--- src/rtl/mem_stage_if.sv ---
// Data-memory request/acknowledge bus between the MEM stage (master) and
// the data memory (slave).
interface mem_stage_if;
    logic        dmem_req;
    logic        dmem_we;
    logic [31:0] dmem_addr;
    logic [31:0] dmem_wdata;
    logic [31:0] dmem_rdata;
    logic        dmem_ack;

    modport master (
        output dmem_req, dmem_we, dmem_addr, dmem_wdata,
        input  dmem_rdata, dmem_ack
    );

    modport slave (
        input  dmem_req, dmem_we, dmem_addr, dmem_wdata,
        output dmem_rdata, dmem_ack
    );
endinterface

--- src/rtl/mem_stage.sv ---
// Pipeline MEM stage: EX/MEM register, variable-latency data-memory access
// with timeout, MEM/WB register, branch resolution and forwarding outputs.
module mem_stage #(
    parameter int unsigned ACK_TIMEOUT = 255
) (
    input  logic        clk,
    input  logic        rst_n,
    input  logic [31:0] EX_ALU_result,
    input  logic        EX_zero,
    input  logic        EX_branch,
    input  logic        EX_unconditional_jmp,
    input  logic        EX_memread,
    input  logic        EX_memwrite,
    input  logic        EX_memtoreg,
    input  logic        EX_regwrite,
    input  logic [4:0]  EX_rd,
    input  logic [31:0] EX_rs2_data,
    input  logic        EX_stall,
    output logic [31:0] EX_MEM_ALU_result,
    output logic [4:0]  EX_MEM_rd,
    output logic        EX_MEM_regwrite,
    output logic        EX_MEM_memtoreg,
    mem_stage_if.master dmem,
    output logic        MEM_stall,
    output logic        MEM_branch_taken,
    output logic [4:0]  MEM_WB_rd,
    output logic        MEM_WB_regwrite,
    output logic [31:0] MEM_WB_result,
    output logic        MEM_bus_error,
    output logic        MEM_bus_error_sticky
);

    typedef enum logic [0:0] {ST_IDLE = 1'b0, ST_ACCESS = 1'b1} state_t;

    localparam logic [7:0] TO_LAST = 8'(ACK_TIMEOUT - 1);

    state_t      r_state, w_state_nxt;
    logic [7:0]  r_cnt, w_cnt_nxt;
    logic [31:0] r_alu, r_wdata;
    logic [4:0]  r_rd;
    logic        r_zero, r_branch, r_jmp, r_memread, r_memwrite, r_memtoreg, r_regwrite;
    logic [4:0]  r_wb_rd;
    logic        r_wb_regwrite;
    logic [31:0] r_wb_result;
    logic        r_bus_err, r_bus_err_sticky;

    logic        w_in_access, w_timeout, w_stall, w_taken, w_bubble, w_cap_mem;
    logic [31:0] w_load_data;

    // Handshake decode: stall, timeout, branch resolution and capture qualifiers.
    always_comb begin
        w_in_access = (r_state == ST_ACCESS);
        w_timeout   = w_in_access & (r_cnt == TO_LAST) & ~dmem.dmem_ack;
        w_stall     = w_in_access & ~dmem.dmem_ack & ~w_timeout;
        w_taken     = r_jmp | (r_branch & r_zero);
        w_bubble    = w_taken | EX_stall;
        w_cap_mem   = ~w_stall & ~w_bubble & (EX_memread | EX_memwrite);
        // A timed-out load completes with zero data.
        w_load_data = (w_in_access & dmem.dmem_ack) ? dmem.dmem_rdata : 32'h0000_0000;
    end

    // Access FSM next state and wait counter.
    always_comb begin
        w_state_nxt = r_state;
        w_cnt_nxt   = r_cnt;
        case (r_state)
            ST_IDLE: begin
                if (w_cap_mem) begin
                    w_state_nxt = ST_ACCESS;
                    w_cnt_nxt   = 8'd0;
                end else begin
                    w_state_nxt = ST_IDLE;
                end
            end
            ST_ACCESS: begin
                if (w_stall) begin
                    w_cnt_nxt = r_cnt + 8'd1;
                end else if (w_cap_mem) begin
                    w_state_nxt = ST_ACCESS;
                    w_cnt_nxt   = 8'd0;
                end else begin
                    w_state_nxt = ST_IDLE;
                    w_cnt_nxt   = 8'd0;
                end
            end
            default: begin
                w_state_nxt = ST_IDLE;
                w_cnt_nxt   = 8'd0;
            end
        endcase
    end

    // FSM state and wait counter registers.
    always_ff @(posedge clk or negedge rst_n) begin
        if (!rst_n) begin
            r_state <= ST_IDLE;
            r_cnt   <= 8'd0;
        end else begin
            r_state <= w_state_nxt;
            r_cnt   <= w_cnt_nxt;
        end
    end

    // EX/MEM register: frozen while stalled, bubble on flush or load-use stall.
    always_ff @(posedge clk or negedge rst_n) begin
        if (!rst_n) begin
            r_alu <= 32'h0; r_wdata <= 32'h0; r_rd <= 5'd0;
            r_zero <= 1'b0; r_branch <= 1'b0; r_jmp <= 1'b0;
            r_memread <= 1'b0; r_memwrite <= 1'b0; r_memtoreg <= 1'b0; r_regwrite <= 1'b0;
        end else if (!w_stall) begin
            if (w_bubble) begin
                r_alu <= 32'h0; r_wdata <= 32'h0; r_rd <= 5'd0;
                r_zero <= 1'b0; r_branch <= 1'b0; r_jmp <= 1'b0;
                r_memread <= 1'b0; r_memwrite <= 1'b0; r_memtoreg <= 1'b0; r_regwrite <= 1'b0;
            end else begin
                r_alu <= EX_ALU_result; r_wdata <= EX_rs2_data; r_rd <= EX_rd;
                r_zero <= EX_zero; r_branch <= EX_branch; r_jmp <= EX_unconditional_jmp;
                r_memread <= EX_memread; r_memwrite <= EX_memwrite;
                r_memtoreg <= EX_memtoreg; r_regwrite <= EX_regwrite;
            end
        end
    end

    // MEM/WB register, updated whenever the stage is not stalled.
    always_ff @(posedge clk or negedge rst_n) begin
        if (!rst_n) begin
            r_wb_rd       <= 5'd0;
            r_wb_regwrite <= 1'b0;
            r_wb_result   <= 32'h0;
        end else if (!w_stall) begin
            r_wb_rd       <= r_rd;
            r_wb_regwrite <= r_regwrite & ~r_memwrite;
            r_wb_result   <= r_memtoreg ? w_load_data : r_alu;
        end
    end

    // Bus-error pulse and sticky flag.
    always_ff @(posedge clk or negedge rst_n) begin
        if (!rst_n) begin
            r_bus_err        <= 1'b0;
            r_bus_err_sticky <= 1'b0;
        end else begin
            r_bus_err        <= w_timeout;
            r_bus_err_sticky <= r_bus_err_sticky | w_timeout;
        end
    end

    assign dmem.dmem_req        = w_in_access;
    assign dmem.dmem_we         = r_memwrite;
    assign dmem.dmem_addr       = r_alu;
    assign dmem.dmem_wdata      = r_wdata;
    assign EX_MEM_ALU_result    = r_alu;
    assign EX_MEM_rd            = r_rd;
    assign EX_MEM_regwrite      = r_regwrite;
    assign EX_MEM_memtoreg      = r_memtoreg;
    assign MEM_stall            = w_stall;
    assign MEM_branch_taken     = w_taken;
    assign MEM_WB_rd            = r_wb_rd;
    assign MEM_WB_regwrite      = r_wb_regwrite;
    assign MEM_WB_result        = r_wb_result;
    assign MEM_bus_error        = r_bus_err;
    assign MEM_bus_error_sticky = r_bus_err_sticky;

endmodule

--- src/flat_wrapper.sv ---
// flat-port wrapper written by rule: the top's interface ports become plain ports
module mem_stage_flat 
#(
    parameter int unsigned ACK_TIMEOUT = 255
)
  (clk, rst_n, EX_ALU_result, EX_zero, EX_branch, EX_unconditional_jmp, EX_memread, EX_memwrite, EX_memtoreg, EX_regwrite, EX_rd, EX_rs2_data, EX_stall, EX_MEM_ALU_result, EX_MEM_rd, EX_MEM_regwrite, EX_MEM_memtoreg, MEM_stall, MEM_branch_taken, MEM_WB_rd, MEM_WB_regwrite, MEM_WB_result, MEM_bus_error, MEM_bus_error_sticky, dmem_dmem_req, dmem_dmem_we, dmem_dmem_addr, dmem_dmem_wdata, dmem_dmem_rdata, dmem_dmem_ack);
  mem_stage_if dmem_i ();
  input  logic clk;
  input  logic rst_n;
  input  logic [31:0] EX_ALU_result;
  input  logic EX_zero;
  input  logic EX_branch;
  input  logic EX_unconditional_jmp;
  input  logic EX_memread;
  input  logic EX_memwrite;
  input  logic EX_memtoreg;
  input  logic EX_regwrite;
  input  logic [4:0] EX_rd;
  input  logic [31:0] EX_rs2_data;
  input  logic EX_stall;
  output logic [31:0] EX_MEM_ALU_result;
  output logic [4:0] EX_MEM_rd;
  output logic EX_MEM_regwrite;
  output logic EX_MEM_memtoreg;
  output logic MEM_stall;
  output logic MEM_branch_taken;
  output logic [4:0] MEM_WB_rd;
  output logic MEM_WB_regwrite;
  output logic [31:0] MEM_WB_result;
  output logic MEM_bus_error;
  output logic MEM_bus_error_sticky;
  output wire logic [$bits(dmem_i.dmem_req)-1:0] dmem_dmem_req;
  output wire logic [$bits(dmem_i.dmem_we)-1:0] dmem_dmem_we;
  output wire logic [$bits(dmem_i.dmem_addr)-1:0] dmem_dmem_addr;
  output wire logic [$bits(dmem_i.dmem_wdata)-1:0] dmem_dmem_wdata;
  input wire logic [$bits(dmem_i.dmem_rdata)-1:0] dmem_dmem_rdata;
  input wire logic [$bits(dmem_i.dmem_ack)-1:0] dmem_dmem_ack;
  assign dmem_dmem_req = dmem_i.dmem_req;
  assign dmem_dmem_we = dmem_i.dmem_we;
  assign dmem_dmem_addr = dmem_i.dmem_addr;
  assign dmem_dmem_wdata = dmem_i.dmem_wdata;
  assign dmem_i.dmem_rdata = dmem_dmem_rdata;
  assign dmem_i.dmem_ack = dmem_dmem_ack;
  mem_stage #(.ACK_TIMEOUT(ACK_TIMEOUT)) u_core (.clk(clk), .rst_n(rst_n), .EX_ALU_result(EX_ALU_result), .EX_zero(EX_zero), .EX_branch(EX_branch), .EX_unconditional_jmp(EX_unconditional_jmp), .EX_memread(EX_memread), .EX_memwrite(EX_memwrite), .EX_memtoreg(EX_memtoreg), .EX_regwrite(EX_regwrite), .EX_rd(EX_rd), .EX_rs2_data(EX_rs2_data), .EX_stall(EX_stall), .EX_MEM_ALU_result(EX_MEM_ALU_result), .EX_MEM_rd(EX_MEM_rd), .EX_MEM_regwrite(EX_MEM_regwrite), .EX_MEM_memtoreg(EX_MEM_memtoreg), .dmem(dmem_i), .MEM_stall(MEM_stall), .MEM_branch_taken(MEM_branch_taken), .MEM_WB_rd(MEM_WB_rd), .MEM_WB_regwrite(MEM_WB_regwrite), .MEM_WB_result(MEM_WB_result), .MEM_bus_error(MEM_bus_error), .MEM_bus_error_sticky(MEM_bus_error_sticky));
endmodule
--- config.mk ---
export PLATFORM = sky130hd
export DESIGN_NAME = mem_stage_flat
export DESIGN_NICKNAME = d
export VERILOG_FILES = /design/src/rtl/mem_stage_if.sv /design/src/rtl/mem_stage.sv /design/src/flat_wrapper.sv
export SDC_FILE = /design/constraint.sdc
export NUM_CORES = 1
export LEC_CHECK = 0
export ABC_AREA = 1
export CORE_UTILIZATION = 30
export DETAILED_ROUTE_END_ITERATION = 7
export DONT_BUFFER_PORTS = 1
export GPL_ROUTABILITY_DRIVEN = 0
export GPL_TIMING_DRIVEN = 0
export SKIP_LAST_GASP = 1
export SYNTH_ARGS = -nofsm -noshare
export SYNTH_HDL_FRONTEND = slang
export SYNTH_SLANG_ARGS = --single-unit
export TNS_END_PERCENT = 1
--- constraint.sdc ---
create_clock -name clk -period 1.5 [get_ports clk]
set_input_delay 0.15 -clock clk [delete_from_list [all_inputs] [get_ports clk]]
set_output_delay 0.15 -clock clk [all_outputs]
set_load 0.01 [all_outputs]
-- Word level (Yosys, flattened, before mapping)
Cells that the tools add are included.
- multiplexer cells: 17
- add/subtract/negate cells: 1
- bitwise operators: 19
- eq/ne operators: 2
- operator list (cell ; count):
    two-way mux 32 bit ; 4
    two-way mux 8 bit ; 2
    case mux 8 bit (2 select lines) ; 1
    AND 1 bit ; 9
    adder 8 x 1 -> 8 bit (second input constant) ; 1
    equality test 8 bit (second input constant) ; 1
    two-way mux 1 bit ; 8
    NOT 1 bit ; 6
    two-way mux 5 bit ; 1
    OR 1 bit ; 4
    != test 2 x 1 -> 1 bit (second input constant) ; 1
    case mux 1 bit (2 select lines) ; 1
- logic and storage cells: 55
- output and inout bits: 147
- input port bits: 112
- register bits after elaboration: 124

-- Depth between registers and ports, before layout
- word-level depth: 11
- depth in mapped cells: 11
- mapped depth without buffers: 9

-- Worst setup path before layout
Ideal clock, no wire load.
- path kind: reg-to-reg
- start: register u_core.r_cnt[0]
- end: register u_core.r_cnt[3]
- setup slack: 0.040 ns
- arrival time: 1.342 ns
- buffers on the path: 2
- setup time: 0.118 ns
- cell stages (with the launch flop): 12
- required time: 1.382 ns
- period minus slack after synthesis: 1.460 ns
- path through: dfrtp_1 -> inv_1 -> ha_1 -> nand2_1 -> nor2_1 -> nand2_2 -> nand2_4 -> inv_2 -> buf_6 -> buf_6 -> nand3_1 -> nand2_1
- cells in the longest elaborated chain, start to end: 9
- elaborated cells between the ends (all ways): 12
- classes of those cells: add/sub: 1; eq/ne: 2; mux: 2; bitwise: 7
- RTL lines (element ; line ; RTL):
    start: declaration ; mem_stage.sv:38 ; logic [7:0] r_cnt, w_cnt_nxt;
    start signal: assignment ; mem_stage.sv:100 ; r_cnt <= w_cnt_nxt;
    equality test 8 bit ; mem_stage.sv:53 ; w_timeout = w_in_access & (r_cnt == TO_LAST) & ~dmem.dmem_ack;
    AND 1 bit (2 in series) ; mem_stage.sv:53 ;
    NOT 1 bit ; mem_stage.sv:54 ; w_stall = w_in_access & ~dmem.dmem_ack & ~w_timeout;
    AND 1 bit ; mem_stage.sv:54 ;
    NOT 1 bit ; mem_stage.sv:57 ; w_cap_mem = ~w_stall & ~w_bubble & (EX_memread | EX_memwrite);
    AND 1 bit (2 in series) ; mem_stage.sv:57 ;
    != test 2 x 1 -> 1 bit (no source line) ; n/a ;
Parallel ways exist; a longest one is shown, timed or not.
A chain may end at the register's enable or synchronous reset.

-- Final worst setup path
- start: register u_core.r_cnt[0]
- end: output MEM_stall
- cells in the longest elaborated chain, start to end: 5
- RTL lines (element ; line ; RTL):
    equality test 8 bit ; mem_stage.sv:53 ;
    AND 1 bit (2 in series) ; mem_stage.sv:53 ;
    NOT 1 bit ; mem_stage.sv:54 ;
    AND 1 bit ; mem_stage.sv:54 ;
    end: declaration ; flat_wrapper.sv:25 ; output logic MEM_stall;
Every way passes these cells.

==> results.cfg <==
[logic_synthesis]
synth-adder-area-share_pct = 0.441
synthCells = 663
synth.top_cell.area_share_pct = 54.7
synth_seq_cells = 124
synth_area_per_cell_um2 = 8.55
seq_area_frac_synth_pct = 54.7
ys_warn_count = 0
synth_compound_area_share_pct = 7.39
synth_simple_gate_area_share_pct = 27.4
ys.flop_type = dfrtp_1
synth_commonest_cells = nand2_1, dfrtp_1, nand3_1, buf_4, nor2_1
synth_top_family_by_area = simple AND/OR/NAND/NOR gates
synth_area_leaders = dfrtp_1, nand2_1, nand3_1
syn_nets = 777
synth.most_common_cell = nand2_1
synth-edff-count = 0
synthesis.area_um2 = 5670
synthMuxAreaShare_pct = 0
ys_async_sr_fraction_pct = 100
synthXorXnorAreaFrac_pct = 0
yosysUniqueCellTypes = 23
yosysTopAreaCell = dfrtp_1

[route]
drtIter0Drc = 188
postRouteAntennaNets = 0
vias = 4933
route.detailed.drc = 0
drt_wl_total_um = 18800
viasPerCell = 4.89
avgRoutedWirePerCell_um = 18.6
dr.pass1.iters = 5

[timing]
layout_min_cycle_time_ns = 1.82
min_period_over_period_pct = 121
setup_ws_ns = -0.322
worst_slew_pin_slew_ns = 0.622
final.setup_skew_ns = 0.0109
max_clock_freq_ghz = 0.549
rsz0062_at_grt = true
timing.hold.ws_ns = -0.564
finalSetupViolations = 123
relSlewSlack_pct = 58.5
hold_viol = 124
slew_violations = 0

[clock_network]
cts_hold_buf = 76
root_buffer = clkbuf_16
cts.sinks = 124
cts_tree = built
clk_pin_slew_ns = 0.06
cts.htree.levels = 4
insertion_delay_ns = 0.41
cts_inserted_buffers = 17
cts.path.max_buffers = 2

[floorplan]
io_pins = 259
core-area_um2 = 18300
fp-row-count = 49
die_h_um = 139
die_area_um2 = 19500
die_w_um = 139
initial_utilization_pct = 31.0

[layout]
synthToLayoutAreaGrowth_pct = 31.0
fin_area_um2 = 7430
nets = 880
fin_util_pct = 40.7
drive_gt1_share_pct = 15.8

[place]
dp_hpwl_um = 12300
io_buffers = 0
placed_area_um2 = 5960

[pwr]
p_total_mw = 10.0
ir_drop_uv = 713
power.leakage_nw = 3.59
p_per_area_nw_per_um2 = 1350

[setup_path]
critPathLaunchType = register
cp-end-kind = primary output
worstPathArrival_ns = 1.67
crit_type = reg -> out
path_max_fanout = 6
required_ns = 1.35

[run_status]
status = finished, violations left
violations = hold timing, setup timing

[global_routing]
busiest_layer = met2
use_met3_pct = 6.50
grtUsageMet1_pct = 23.2
antenna_found_initial = 1
grtUsageTotal_pct = 19.6
grt_pass1_wl_um = 28700
overflow = 0
grt_max_degree = 125
grt_use_met2_pct = 33.9
grt_pass1_vias = 5059

[job]
maxCapViolCount = 0

[min_path]
hold_path.class = in -> async
==> report_power, final <==
part           total (mW)  internal (mW)  switching, mW
clock network        4.05           2.57           1.48
registers            4.35           3.76          0.595
logic                1.60          0.693          0.904
==> sequential cells by signal, indices dropped and copies added, names as in the netlist <==
register	flops
u_core.EX_MEM_rd	5
u_core.EX_MEM_regwrite	1
u_core.MEM_bus_error_sticky	1
u_core.dmem.dmem_wdata	32
u_core.MEM_WB_regwrite	1
u_core.EX_MEM_memtoreg	1
u_core.MEM_WB_result	32
u_core.MEM_WB_rd	5
u_core.EX_MEM_ALU_result	32
u_core.r_branch	1
u_core.dmem.dmem_req	1
u_core.MEM_bus_error	1
u_core.r_jmp	1
u_core.dmem.dmem_we	1
u_core.r_zero	1
u_core.r_cnt	8
==> layout make-up <==
cell class,instances,area [um^2]
inverters,15,61.3
multi-input cells,449,2020
well taps,229,287
flip-flops and latches,124,3100
clock buffers,25,485
fillers,1800,10800
clock inverters,7,87.6
diodes,1,2.50
plain buffers,75,539
repair buffers,84,842
==> placed cells by master, fill, tap and decap left out, types with 3 or more instances in the layout <==
| master | n |
|---|---|
| a21oi_1 | 32 |
| buf_2 | 11 |
| buf_4 | 43 |
| buf_6 | 10 |
| clkbuf_1 | 17 |
| clkbuf_16 | 18 |
| clkbuf_2 | 4 |
| clkbuf_8 | 3 |
| clkinv_2 | 4 |
| dfrtp_1 | 124 |
| dlygate4sd3_1 | 76 |
| inv_1 | 12 |
| nand2_1 | 224 |
| nand2_2 | 4 |
| nand3_1 | 93 |
| nand4_1 | 3 |
| nor2_1 | 35 |
| o21ai_0 | 25 |
| o21ai_1 | 13 |
| o21ai_2 | 7 |
| or2_2 | 5 |
==> worst paths after layout <==
| kind | from | to | slack (ns) | cells after the start |
|---|---|---|---|---|
| max reg2reg | u_core.EX_MEM_memtoreg | u_core.MEM_WB_result[25] | -0.25 | 5 |
| min reg2reg | u_core.r_zero | u_core.r_zero | 0.48 | 2 |
| max | u_core.r_cnt[0] | MEM_stall | -0.32 | 9 |
| min | rst_n | u_core.MEM_WB_result[5] | -0.56 | 0 |
| max in group asynchronous | rst_n | u_core.EX_MEM_ALU_result[26] | 1.88 | 0 |
| min in group clk | dmem_dmem_rdata[17] | u_core.MEM_WB_result[17] | 0.04 | 4 |
==> cells by family after synthesis <==
group / count (synthesis)
AOI/OAI and AO/OA: 78
DFF: 124
and+or+nand+nor: 369
buffers and inverters: 90
adders and majority gates: 2
==> metrics by stage <==
stage,setup WS [ns],std cells,setup TNS [ns]
finish,-0.322,1009,-23.29
global route,-0.409,1009,-38.00
CTS,-0.349,1005,-29.86
detailed placement,-0.364,892,-32.71
global placement,-0.369,892,-32.39
floorplan,0.0404,663,0
==> routing by layer <==
| layer | wire length [um] | up-vias | share of wire, % |
|---|---|---|---|
| li1 | - | 2324 | - |
| met3 | 1490 | 13 | 7.9 |
| met4 | 222 | 0 | 1.2 |
| met5 | 0 | - | 0 |
| met2 | 9270 | 223 | 49 |
| met1 | 7780 | 2373 | 41 |
==> critical path: stages, from the launching register on <==
cell	delay, ns
dfrtp_1	0.38
inv_2	0.08
ha_4	0.13
nand2_2	0.05
nor2_2	0.12
nand2_2	0.08
nand2_4	0.11
inv_6	0.05
buf_12	0.13
buf_12	0.13
==> what timing repair did <==
action                     CTS  global route
pin swaps                    1             3
hold endpoints to repair   200           124
setup endpoints to repair  123           123
cloned                       0             1
resized for setup            6            14
buffers inserted             5             2
No activity file was read; power rests on OpenSTA's default activity.
